===== src/rtl/keypad_scan_capture.sv =====
// keypad_scan_capture: scans a 4x4 active-low matrix keypad one row at a time,
// debounces a single key press and release, and presents the key code together
// with a one-cycle capture strobe for a downstream 4-bit register.
//
// Output handshake: key_valid_o is a valid-only strobe with no ready. It is high
// for exactly one cycle, key_o changes only in that cycle, and the consumer is
// expected to capture key_o whenever key_valid_o is high.
`timescale 1ns/1ps

module keypad_scan_capture #(
  parameter int SCAN_DIV  = 10000,
  parameter int DB_CYCLES = 100000
) (
  input  logic       clk,
  input  logic       rst,
  input  logic [3:0] col_i,
  output logic [3:0] row_o,
  output logic [3:0] key_o,
  output logic       key_valid_o,
  output logic       key_held_o
);

  localparam int SCAN_W = $clog2(SCAN_DIV);
  localparam int DB_W   = $clog2(DB_CYCLES);
  localparam logic [SCAN_W-1:0] SCAN_LAST = SCAN_W'(SCAN_DIV - 1);
  localparam logic [DB_W-1:0]   DB_LAST   = DB_W'(DB_CYCLES - 1);
  localparam logic [3:0]        COL_IDLE  = 4'b1111;

  typedef enum logic [1:0] {
    ST_SCAN     = 2'd0,
    ST_DEBOUNCE = 2'd1,
    ST_HELD     = 2'd2,
    ST_RELEASE  = 2'd3
  } state_t;

  // Returns {valid, index}: valid only when exactly one column is pulled low.
  // Two or more low columns (ghosting) decode as invalid and are ignored.
  function automatic logic [2:0] decode_col(input logic [3:0] c);
    case (c)
      4'b1110: decode_col = 3'b100;
      4'b1101: decode_col = 3'b101;
      4'b1011: decode_col = 3'b110;
      4'b0111: decode_col = 3'b111;
      default: decode_col = 3'b000;
    endcase
  endfunction

  state_t            state_q, state_d;
  logic [3:0]        sync1_q, sync1_d;
  logic [3:0]        sync2_q, sync2_d;
  logic [1:0]        row_idx_q, row_idx_d;
  logic [3:0]        row_q, row_d;
  logic [SCAN_W-1:0] scan_cnt_q, scan_cnt_d;
  logic [DB_W-1:0]   db_cnt_q, db_cnt_d;
  logic [3:0]        pat_q, pat_d;
  logic              pend_q, pend_d;
  logic [3:0]        key_q, key_d;
  logic              key_valid_q, key_valid_d;
  logic              key_held_q, key_held_d;

  logic [3:0] col_s;
  logic [2:0] col_dec;
  logic [2:0] pat_dec;

  assign col_s       = sync2_q;
  assign col_dec     = decode_col(col_s);
  assign pat_dec     = decode_col(pat_q);
  assign row_o       = row_q;
  assign key_o       = key_q;
  assign key_valid_o = key_valid_q;
  assign key_held_o  = key_held_q;

  // Next-state logic: synchronizer, row scan, debounce/hold/release sequencing
  // and the registered key outputs.
  always_comb begin
    state_d     = state_q;
    sync1_d     = col_i;
    sync2_d     = sync1_q;
    row_idx_d   = row_idx_q;
    row_d       = row_q;
    scan_cnt_d  = scan_cnt_q;
    db_cnt_d    = db_cnt_q;
    pat_d       = pat_q;
    pend_d      = 1'b0;
    key_d       = key_q;
    key_valid_d = 1'b0;
    key_held_d  = key_held_q;

    // The press was accepted last cycle; load the code and strobe once.
    // The row is still frozen on the pressed key's row here.
    if (pend_q) begin
      key_d       = {row_idx_q, pat_dec[1:0]};
      key_valid_d = 1'b1;
    end

    case (state_q)
      ST_SCAN: begin
        key_held_d = 1'b0;
        if (scan_cnt_q == SCAN_LAST) begin
          scan_cnt_d = '0;
          if (col_dec[2]) begin
            pat_d    = col_s;
            db_cnt_d = '0;
            state_d  = ST_DEBOUNCE;
          end else begin
            row_idx_d = row_idx_q + 2'd1;
            row_d     = {row_q[2:0], row_q[3]};
          end
        end else begin
          scan_cnt_d = scan_cnt_q + 1'b1;
        end
      end

      ST_DEBOUNCE: begin
        if (col_s == pat_q) begin
          if (db_cnt_q == DB_LAST) begin
            db_cnt_d   = '0;
            pend_d     = 1'b1;
            key_held_d = 1'b1;
            state_d    = ST_HELD;
          end else begin
            db_cnt_d = db_cnt_q + 1'b1;
          end
        end else begin
          db_cnt_d   = '0;
          scan_cnt_d = '0;
          row_idx_d  = row_idx_q + 2'd1;
          row_d      = {row_q[2:0], row_q[3]};
          state_d    = ST_SCAN;
        end
      end

      ST_HELD: begin
        key_held_d = 1'b1;
        if (col_s == COL_IDLE) begin
          db_cnt_d = '0;
          state_d  = ST_RELEASE;
        end
      end

      ST_RELEASE: begin
        if (col_s == COL_IDLE) begin
          if (db_cnt_q == DB_LAST) begin
            db_cnt_d   = '0;
            key_held_d = 1'b0;
            scan_cnt_d = '0;
            row_idx_d  = row_idx_q + 2'd1;
            row_d      = {row_q[2:0], row_q[3]};
            state_d    = ST_SCAN;
          end else begin
            db_cnt_d = db_cnt_q + 1'b1;
          end
        end else begin
          db_cnt_d = '0;
          state_d  = ST_HELD;
        end
      end

      default: begin
        state_d = ST_SCAN;
      end
    endcase
  end

  // State and output registers with asynchronous reset.
  always_ff @(posedge clk or posedge rst) begin
    if (rst) begin
      state_q     <= ST_SCAN;
      sync1_q     <= 4'b1111;
      sync2_q     <= 4'b1111;
      row_idx_q   <= 2'd0;
      row_q       <= 4'b1110;
      scan_cnt_q  <= '0;
      db_cnt_q    <= '0;
      pat_q       <= 4'b1111;
      pend_q      <= 1'b0;
      key_q       <= 4'h0;
      key_valid_q <= 1'b0;
      key_held_q  <= 1'b0;
    end else begin
      state_q     <= state_d;
      sync1_q     <= sync1_d;
      sync2_q     <= sync2_d;
      row_idx_q   <= row_idx_d;
      row_q       <= row_d;
      scan_cnt_q  <= scan_cnt_d;
      db_cnt_q    <= db_cnt_d;
      pat_q       <= pat_d;
      pend_q      <= pend_d;
      key_q       <= key_d;
      key_valid_q <= key_valid_d;
      key_held_q  <= key_held_d;
    end
  end

endmodule


===== config.mk =====
export PLATFORM = sky130hd
export DESIGN_NAME = keypad_scan_capture
export DESIGN_NICKNAME = d
export VERILOG_FILES = /design/src/rtl/keypad_scan_capture.sv
export SDC_FILE = /design/constraint.sdc
export NUM_CORES = 1
export LEC_CHECK = 0
export CORE_UTILIZATION = 63
export CTS_CLUSTER_SIZE = 30
export DETAILED_ROUTE_END_ITERATION = 10
export GPL_TIMING_DRIVEN = 0
export PLACE_DENSITY_LB_ADDON = 0.25
export SYNTH_ARGS = -nofsm -noshare
export SYNTH_HDL_FRONTEND = slang
export SYNTH_SLANG_ARGS = --single-unit

===== constraint.sdc =====
create_clock -name clk -period 4.3 [get_ports clk]
set_clock_uncertainty 0.15 [all_clocks]
set_input_delay 1.29 -clock clk [delete_from_list [all_inputs] [get_ports clk]]
set_output_delay 1.29 -clock clk [all_outputs]
set_load 0.1 [all_outputs]

## Yosys cells after proc, flatten, opt, wreduce, memory -nomap -nowiden

Index checks and enable logic that the tools add are counted.

- Mux-type cells: 43
- Add/sub/neg operators: 3
- Reduce and logical (&&, ||, !) cells: 8
- Equal/unequal tests: 26

Operator list:

| cell | number |
|---|---|
| $mux W17 | 6 |
| $pmux W17 S4 | 1 |
| $mux W14 | 4 |
| $pmux W14 S3 | 1 |
| $eq A4 B4 Y1 const B | 7 |
| $mux W2 | 12 |
| $mux W4 | 5 |
| $ne A2 B2 Y1 const B | 9 |
| $add A17 B1 Y17 const B | 1 |
| $eq A17 B17 Y1 const B | 1 |
| $pmux W2 S4 | 2 |
| $add A14 B1 Y14 const B | 1 |
| $eq A14 B14 Y1 const B | 1 |
| $pmux W3 S4 | 1 |
| $pmux W4 S3 | 1 |
| $eq A4 B3 Y1 const B | 2 |
| $mux W1 | 8 |
| $reduce_and A4 Y1 | 2 |
| $ne A3 B3 Y1 const B | 2 |
| $pmux W2 S3 | 1 |
| $reduce_and A3 Y1 | 2 |
| $reduce_and A6 Y1 | 1 |
| $reduce_and A5 Y1 | 1 |
| $eq A2 B2 Y1 const B | 2 |
| other kinds (6) | 6 |

- Word-level logic and storage cells: 92
- Input port bits: 6
- Output and inout port bits: 10
- Register bits after elaboration: 58

## Logic depth before layout (Yosys ltp)

Gate-level depths: netlist of run 1.

- Depth after elaboration: 5
- Mapped depth: 9
- Depth with buffers taken out: 7

## Worst setup path before layout of run 1

No wires, ideal clock.

- Kind: register -> register
- Start point: register db_cnt_q[8]
- End point: register scan_cnt_q[9]
- Stages on the path, launching flop included: 8
- Buffers on the path: 1
- Period minus slack after synthesis: 2.488 ns
- Data arrival time: 2.211 ns
- Library setup time: 0.127 ns
- Path slack: 1.812 ns
- Required time: 4.023 ns
- Cell sequence: dfrtp_1 -> or4b_1 -> or3_4 -> o41ai_4 -> nand3b_2 -> buf_6 -> o21ai_1 -> o41ai_1

- Longest elaborated chain between the ends: 3

RTL lines:

| what | RTL line | text |
|---|---|---|
| from (decl) | 54 | `logic [DB_W-1:0] db_cnt_q, db_cnt_d;` |
| from (signal assigned) | 187 | `db_cnt_q <= db_cnt_d;` |
| $eq A17 B17 Y1 | 143 | `if (db_cnt_q == DB_LAST) begin` |
| $ne A2 B2 Y1 (no line) | -- |  |
| $reduce_and A4 Y1 (no line) | -- |  |
| to (signal assigned) | 186 | `scan_cnt_q <= scan_cnt_d;` |
| to (decl) | 53 | `logic [SCAN_W-1:0] scan_cnt_q, scan_cnt_d;` |

Every way passes these cells.
A chain may end at the register's enable or synchronous reset.

## Final worst setup path of run 1

- Start point: register row_q[3], in the netlist row_o[3]
- End point: output row_o[3]

RTL lines:

| what | RTL line | text |
|---|---|---|
| from (decl) | 52 | `logic [3:0] row_q, row_d;` |
| from (signal assigned) | 185 | `row_q <= row_d;` |
| to (decl) | 17 | `output logic [3:0] row_o,` |

No word-level cell between the ends.

==> results.txt, run 1 <==
Slew HR = 35.22%
CP Launch Point = row_o[3]
Routed Antenna Nets = 0
Reg2Reg Launch Point = scan_cnt_q[0]
CP max stage cell = clkdlybuf4s50_1
first-pass GRT wire length = 9.770 mm
CORE AREA = 4384 sq um
RSZ-0062 raised after global routing = false
Starting Density = 66.15%
Primary FF master, synth = dfrtp_1
met3 usage = 4.040%
Peak supply drop = 264.1 uV
crit path cell chain = clkdlybuf4s50_1
WL/cell = 15.28 um
die area = 4879 sq um
syn avg cell area = 10.32 sq um
Reg power frac = 52.3%
minimum clock period = 3.437 ns
final setup TNS = 0 ns
fin nets = 321
vias after detailed routing = 2,160
power per cell area = 319.6 nW/um^2
drt first pass iters = 4
hold depth = 0
TritonCTS Buffers = 9
vias in the first global route = 2,199
Fin. Hold Viols = 0
Total Routing Usage GR = 25.54%
met2 GRT Util = 42.20%
PnR worst setup slack = 0.8627 ns
P&R area growth vs syn = 15.01%
Final period util = 79.94%
CP top delay family = buffers and inverters
hold_buf cts = 0
DRC viols = 0
Total Power = 1.066 mW
Setup crit start kind = flip-flop
GR peak layer = met2
Cell variety after synth = 47
hold path startpoint = sync1_q[1]
flip-flop and latch count after synthesis = 58
Final HPWL DP = 3.790 mm
Max Root-Sink Buffers = 2
GP Congestion = 0.8138
Tightest Hold Check Type = flip-flop to flip-flop
number of clock sinks = 58
CTS tree = done
Pint = 0.8375 mW
worst slew pin tran = 0.9687 ns
Max Transition Viols Final = 0
Post-synth EDFFs = 0
Ys Warns = 0
WP data arrival = 2.00 ns
CP endpoint kind = output port
combinational share of power = 2.0%
switch share = 21.44%
sequential-to-total area share from yosys stat = 50.69%
die width = 69.85 um
Worst Path Required = 2.86 ns
placed insts = 349
Switch Pwr = 0.2285 mW
num rows = 24
CP peak stage delay = 1.13 ns
non-filler cells, final = 365
CTS Root Cell = clkbuf_8
CTS clock-pin slew for the worst setup and hold paths = 0.06 ns
clock power share = 45.7%
initial drt markers = 118
Buffers on Ports = 15
post-CTS setup buffers = 0
Setup Crit Path Kind = flip-flop to output port
Hold EP = col_s[1]
r2r worst-path depth = 8
reg2reg setup slack = 1.46 ns
GRT met1 Usage = 32.91%
Post-CTS Resized = 0
FMAX = 290.9 MHz
asr flop ratio synth = 100.0%
Post-Route WL = 5.579 mm
crit path max fanout = 3
Cells after Synth = 281
syn_nets = 294
share of layout cells above drive strength 1 = 16.93%
antenna diode count = 0
reg2reg end = state_q[1]
Lkg Pwr = 1.403 nW
largest net degree at the start of global routing = 34
Overflow after GRT = 0
dpl ws = 1.212 ns
H-tree levels = 3
outcome = complete, no violations
IO Pins = 16
Buffers & Inverters on Critical Path = 1
Die Ht = 69.85 um
via-per-instance ratio = 5.918
max-cap violation count = 0
cell area after synthesis = 2900 sq um
initial antenna violation count = 0
Final Setup Violations = 0
Worst-Skew Late Latency = 0.34 ns
==> layout by cell type, fill, tap and decap left out, types with 5 or more instances in the layout <==
master	instances
a21oi_1	7
nand4_1	7
dfrtp_1	43
o31ai_1	6
xor2_1	7
o21ai_1	9
clkdlybuf4s50_1	15
dfstp_2	15
inv_1	14
clkbuf_1	5
nand3_1	11
or3_1	5
and3_1	6
nor3_1	5
o21ai_0	20
clkbuf_8	9
nand2_1	25
mux2_2	11
nor2_1	24
xnor2_1	9
ha_1	7
==> routing by layer <==
metal | vias to the layer above | share of wire [%]
li1 | 1065 | -
met1 | 1055 | 46
met2 | 31 | 51
met3 | 9 | 2.2
met4 | 0 | 1.3
met5 | - | 0
==> cell families (layout without fill, tap and decap cells) <==
logic type	count (synthesis)	after routing	synth area share, %
AOI/OAI and AO/OA	60	60	13.37
and+or+nand+nor	109	109	20.97
buffers and inverters	20	52	2.847
xor gates and xnor gates	16	16	4.832
adders and majority gates	7	7	3.020
DFF	58	58	50.69
muxes	11	11	4.271
==> worst max path at each step <==
stage                   end  cells after the start
2_1_floorplan   db_cnt_q[0]                      1
4_1_cts            row_o[3]                      1
3_5_place_dp       row_o[2]                      1
3_3_place_gp   db_cnt_q[11]                      2
6_report           row_o[3]                      1
5_1_grt            row_o[3]                      1
==> flip-flops by register name, indices dropped and copies added, names as in the netlist <==
register	cells
col_s	4
db_cnt_q	17
key_held_o	1
key_o	4
key_valid_o	1
pat_q	4
pend_q	1
row_idx_q	2
row_o	4
scan_cnt_q	14
state_q	2
sync1_q	4
==> per-stage QoR <==
step                hold slack (ns)  util [%]  area [sq um]
floorplan                    0.1952         -          2900
global placement             0.1957     71.06          3115
detailed placement           0.1972     71.52          3136
CTS                          0.1996     76.08          3336
global route                 0.2013     76.08          3336
finish                       0.1992     76.08          3336
==> layout make-up <==
cell class	count	area, sq um
clock buffers	12	177.7
inverters	15	56.30
multi-input cells	203	1348
repair buffers	16	170.2
plain buffers	5	26.28
flip-flops and latches	58	1470
well taps	52	65.06
fillers	301	1049
clock inverters	4	22.52
==> power by group through the flow <==
stage | registers (mW) | clock network, mW | logic (mW)
after floorplan | 0.565 | 0 | 0.0120
after global placement | 0.566 | 0 | 0.0195
after detailed placement | 0.567 | 0 | 0.0223
after CTS | 0.557 | 0.495 | 0.0226
after global routing | 0.557 | 0.513 | 0.0247
final | 0.557 | 0.487 | 0.0216
==> Yosys cell counts (all sizes together), types with 6 or more instances <==
master / number / area [sq um]
a21oi: 7 / 35.03
and3: 6 / 37.54
dfrtp: 43 / 1076
dfstp: 15 / 394.1
ha: 7 / 87.58
inv: 15 / 56.30
mux2: 11 / 123.9
nand2: 25 / 93.84
nand3: 11 / 55.05
nand4: 7 / 43.79
nor2: 25 / 101.4
o21ai: 29 / 145.1
o31ai: 7 / 57.55
or3: 6 / 42.54
xnor2: 9 / 78.83
xor2: 7 / 61.31
==> worst reg2reg max path, stage by stage, from the launching register on <==
cell	delay [ns]
dfrtp_1	0.41
ha_1	0.25
and4b_1	0.25
and4b_1	0.22
a21boi_1	0.53
or2_2	0.23
clkbuf_1	0.40
nor2_4	0.13
o21ai_0	0.19
No activity file was read; power rests on OpenSTA's default activity.
==> run 2: changes to the inputs <==
--- a/config.mk
+++ b/config.mk
@@ -5,7 +5,7 @@
 export SDC_FILE = /design/constraint.sdc
 export NUM_CORES = 1
 export LEC_CHECK = 0
-export CORE_UTILIZATION = 63
+export CORE_UTILIZATION = 59
 export CTS_CLUSTER_SIZE = 30
 export DETAILED_ROUTE_END_ITERATION = 10
 export GPL_TIMING_DRIVEN = 0
==> constraint.sdc (replaced) <==
create_clock -name clk -period 3.2 [get_ports clk]
set_clock_uncertainty 0.15 [all_clocks]
set_input_delay 0.96 -clock clk [delete_from_list [all_inputs] [get_ports clk]]
set_output_delay 0.96 -clock clk [all_outputs]
set_load 0.1 [all_outputs]
==> run 2 against run 1 <==
Design area is 1.1% higher. Worst hold slack better by 0.0056 ns. Critical path type unchanged. Largest cell class unchanged. Sequential power increased by 34%. Sequential cell count unchanged. Via count up 2.5%.
==> results.txt, run 2 (synthesis results as in run 1) <==
outcome = complete, no violations
r2r worst-path depth = 8 (unchanged)
DRC viols = 0 (unchanged)
met3 usage = 7.778% (+3.7 points)
final setup TNS = 0 ns (unchanged)
Setup Crit Path Kind = flip-flop to output port
RSZ-0062 raised after global routing = false
Hold EP = col_s[0]
CP peak stage delay = 1.14 ns (about the same)
CTS clock-pin slew for the worst setup and hold paths = 0.06 ns (about the same)
crit path max fanout = 3 (unchanged)
reg2reg setup slack = 0.34 ns (-1.12 ns)
initial antenna violation count = 0 (unchanged)
Finished Cell Area = 3371 sq um (+1.1%)
IO Pins = 16 (unchanged)
Final HPWL DP = 3.801 mm (+0.29%)
num rows = 25 (+4.2%)
FMAX = 320.5 MHz
Lkg Pwr = 1.410 nW (+0.54%)
hold depth = 0 (unchanged)
Final Setup Violations = 0 (unchanged)
P&R area growth vs syn = 16.22%
Post-CTS Resized = 0 (unchanged)
antenna diode count = 0 (unchanged)
Worst Path Required = 2.09 ns (-0.77 ns)
Tightest Hold Check Type = flip-flop to flip-flop
Buffers & Inverters on Critical Path = 1 (unchanged)
WL/cell = 14.67 um (-4.0%)
FILL cells = 336 (+12%)
most common cell after layout, fill and taps aside = dfrtp_1
first-pass GRT wire length = 9.597 mm (-1.8%)
Post-Route WL = 5.574 mm (about the same)
max-cap violation count = 0 (unchanged)
Fin. Hold Viols = 0 (unchanged)
Core Util, Final = 71.36% (-4.7 points)
PnR worst setup slack = 0.07961 ns (-0.7831 ns)
initial drt markers = 116 (-1.7%)
Routed Antenna Nets = 0 (unchanged)
vias in the first global route = 2,125 (-3.4%)
power per cell area = 443.8 nW/um^2 (+39%)
Peak supply drop = 352.6 uV (+33%)
CORE AREA = 4723 sq um (+7.7%)
CP top delay family = buffers and inverters
GRT met1 Usage = 30.72% (-2.2 points)
Reg2Reg Launch Point = scan_cnt_q[0]
Cell Area, Placed = 3154 sq um (+0.60%)
Buffers on Ports = 15 (unchanged)
GR peak layer = met2
CTS tree = done
hold_buf cts = 0 (unchanged)
max reg flops = 17 (unchanged)
worst slew pin tran = 0.9769 ns (+0.008207 ns)
Total Routing Usage GR = 24.48% (-1.1 points)
Overflow after GRT = 0 (unchanged)
GP Congestion = 0.8016 (-1.5%)
number of clock sinks = 58 (unchanged)
met2 GRT Util = 39.15% (-3.1 points)
reg2reg end = state_q[1]
largest net degree at the start of global routing = 34 (unchanged)
post-CTS setup buffers = 0 (unchanged)
Levels on crit path = 1 (unchanged)
worst hold margin = 0.2048 ns (+0.005616 ns)
Setup crit start kind = flip-flop
Starting Density = 61.40% (-4.7 points)
crit path cell chain = clkdlybuf4s50_1
share of layout cells above drive strength 1 = 16.61% (-0.32 points)
WP data arrival = 2.01 ns (about the same)
drt first pass iters = 4 (unchanged)
register area = 1470 sq um (unchanged)
Slew HR = 34.67% (-0.55 points)
TritonCTS Buffers = 9 (unchanged)
Worst-Skew Late Latency = 0.33 ns (about the same)
area of the multi-input gates = 1348 sq um (unchanged)
Regs by FF count = db_cnt_q x17, scan_cnt_q x14
fin nets = 321 (unchanged)
die width = 72.11 um (+3.2%)
most frequent cells in the layout = 43 x dfrtp_1, 25 x nand2_1, 24 x nor2_1
die area = 5200 sq um (+6.6%)
dpl ws = 0.3906 ns (-0.8211 ns)
H-tree levels = 3 (unchanged)
CP max stage cell = clkdlybuf4s50_1
Final period util = 97.51%
Die Ht = 72.11 um (+3.2%)
Most flops, register = db_cnt_q
Max Transition Viols Final = 0 (unchanged)
CP endpoint kind = output port
hold path startpoint = sync1_q[0]
Max Root-Sink Buffers = 2 (unchanged)
vias after detailed routing = 2,215 (+2.5%)
CTS Root Cell = clkbuf_8
minimum clock period = 3.120 ns
via-per-instance ratio = 5.829 (-1.5%)
[run 2: cell count changes in the layout (fill, tap and decap cells not counted), sizes merged]
| cell | before | now |
|---|---|---|
| clkinv | 3 | 0 |
| clkbuf | 16 | 19 |
| clkinvlp | 1 | 0 |
| bufinv | 0 | 1 |
[run 2: layer usage]
layer	wire length (um)	share of wire, %
met5	0	0
met4	76	1.4
met3	310	5.6
met2	2685	48
met1	2501	45
[run 2: metrics by stage]
step	std cells	power [mW]
after floorplan	281	0.7759
after CTS	380	1.511
after global placement	363	0.7874
after detailed placement	364	0.7918
after global routing	380	1.542
final	380	1.496
[run 2: layout make-up]
type / instances / area share, %
repair buffers: 16 / 5.048
multi-input cells: 203 / 39.98
well taps: 67 / 2.487
flip-flops and latches: 58 / 43.62
clock buffers: 15 / 5.531
plain buffers: 5 / 0.7795
inverters: 15 / 1.670
clock inverters: 1 / 0.8909
[run 2: where the power goes]
group	internal, mW	switching (mW)	leakage [nW]
logic	0.0112	0.0177	0.558
registers	0.743	0.00601	0.743
clock network	0.446	0.272	0.110
[run 2: worst max-delay path by stage]
| stage | startpoint | to | slack [ns] |
|---|---|---|---|
| finish | row_o[1] | row_o[1] | 0.08 |
| CTS | row_o[1] | row_o[1] | 0.07 |
| global route | row_o[1] | row_o[1] | 0.04 |
| detailed placement | scan_cnt_q[0] | state_q[1] | 0.39 |
| global placement | rst | db_cnt_q[7] | -0.31 |
| floorplan | rst | db_cnt_q[0] | 0.69 |
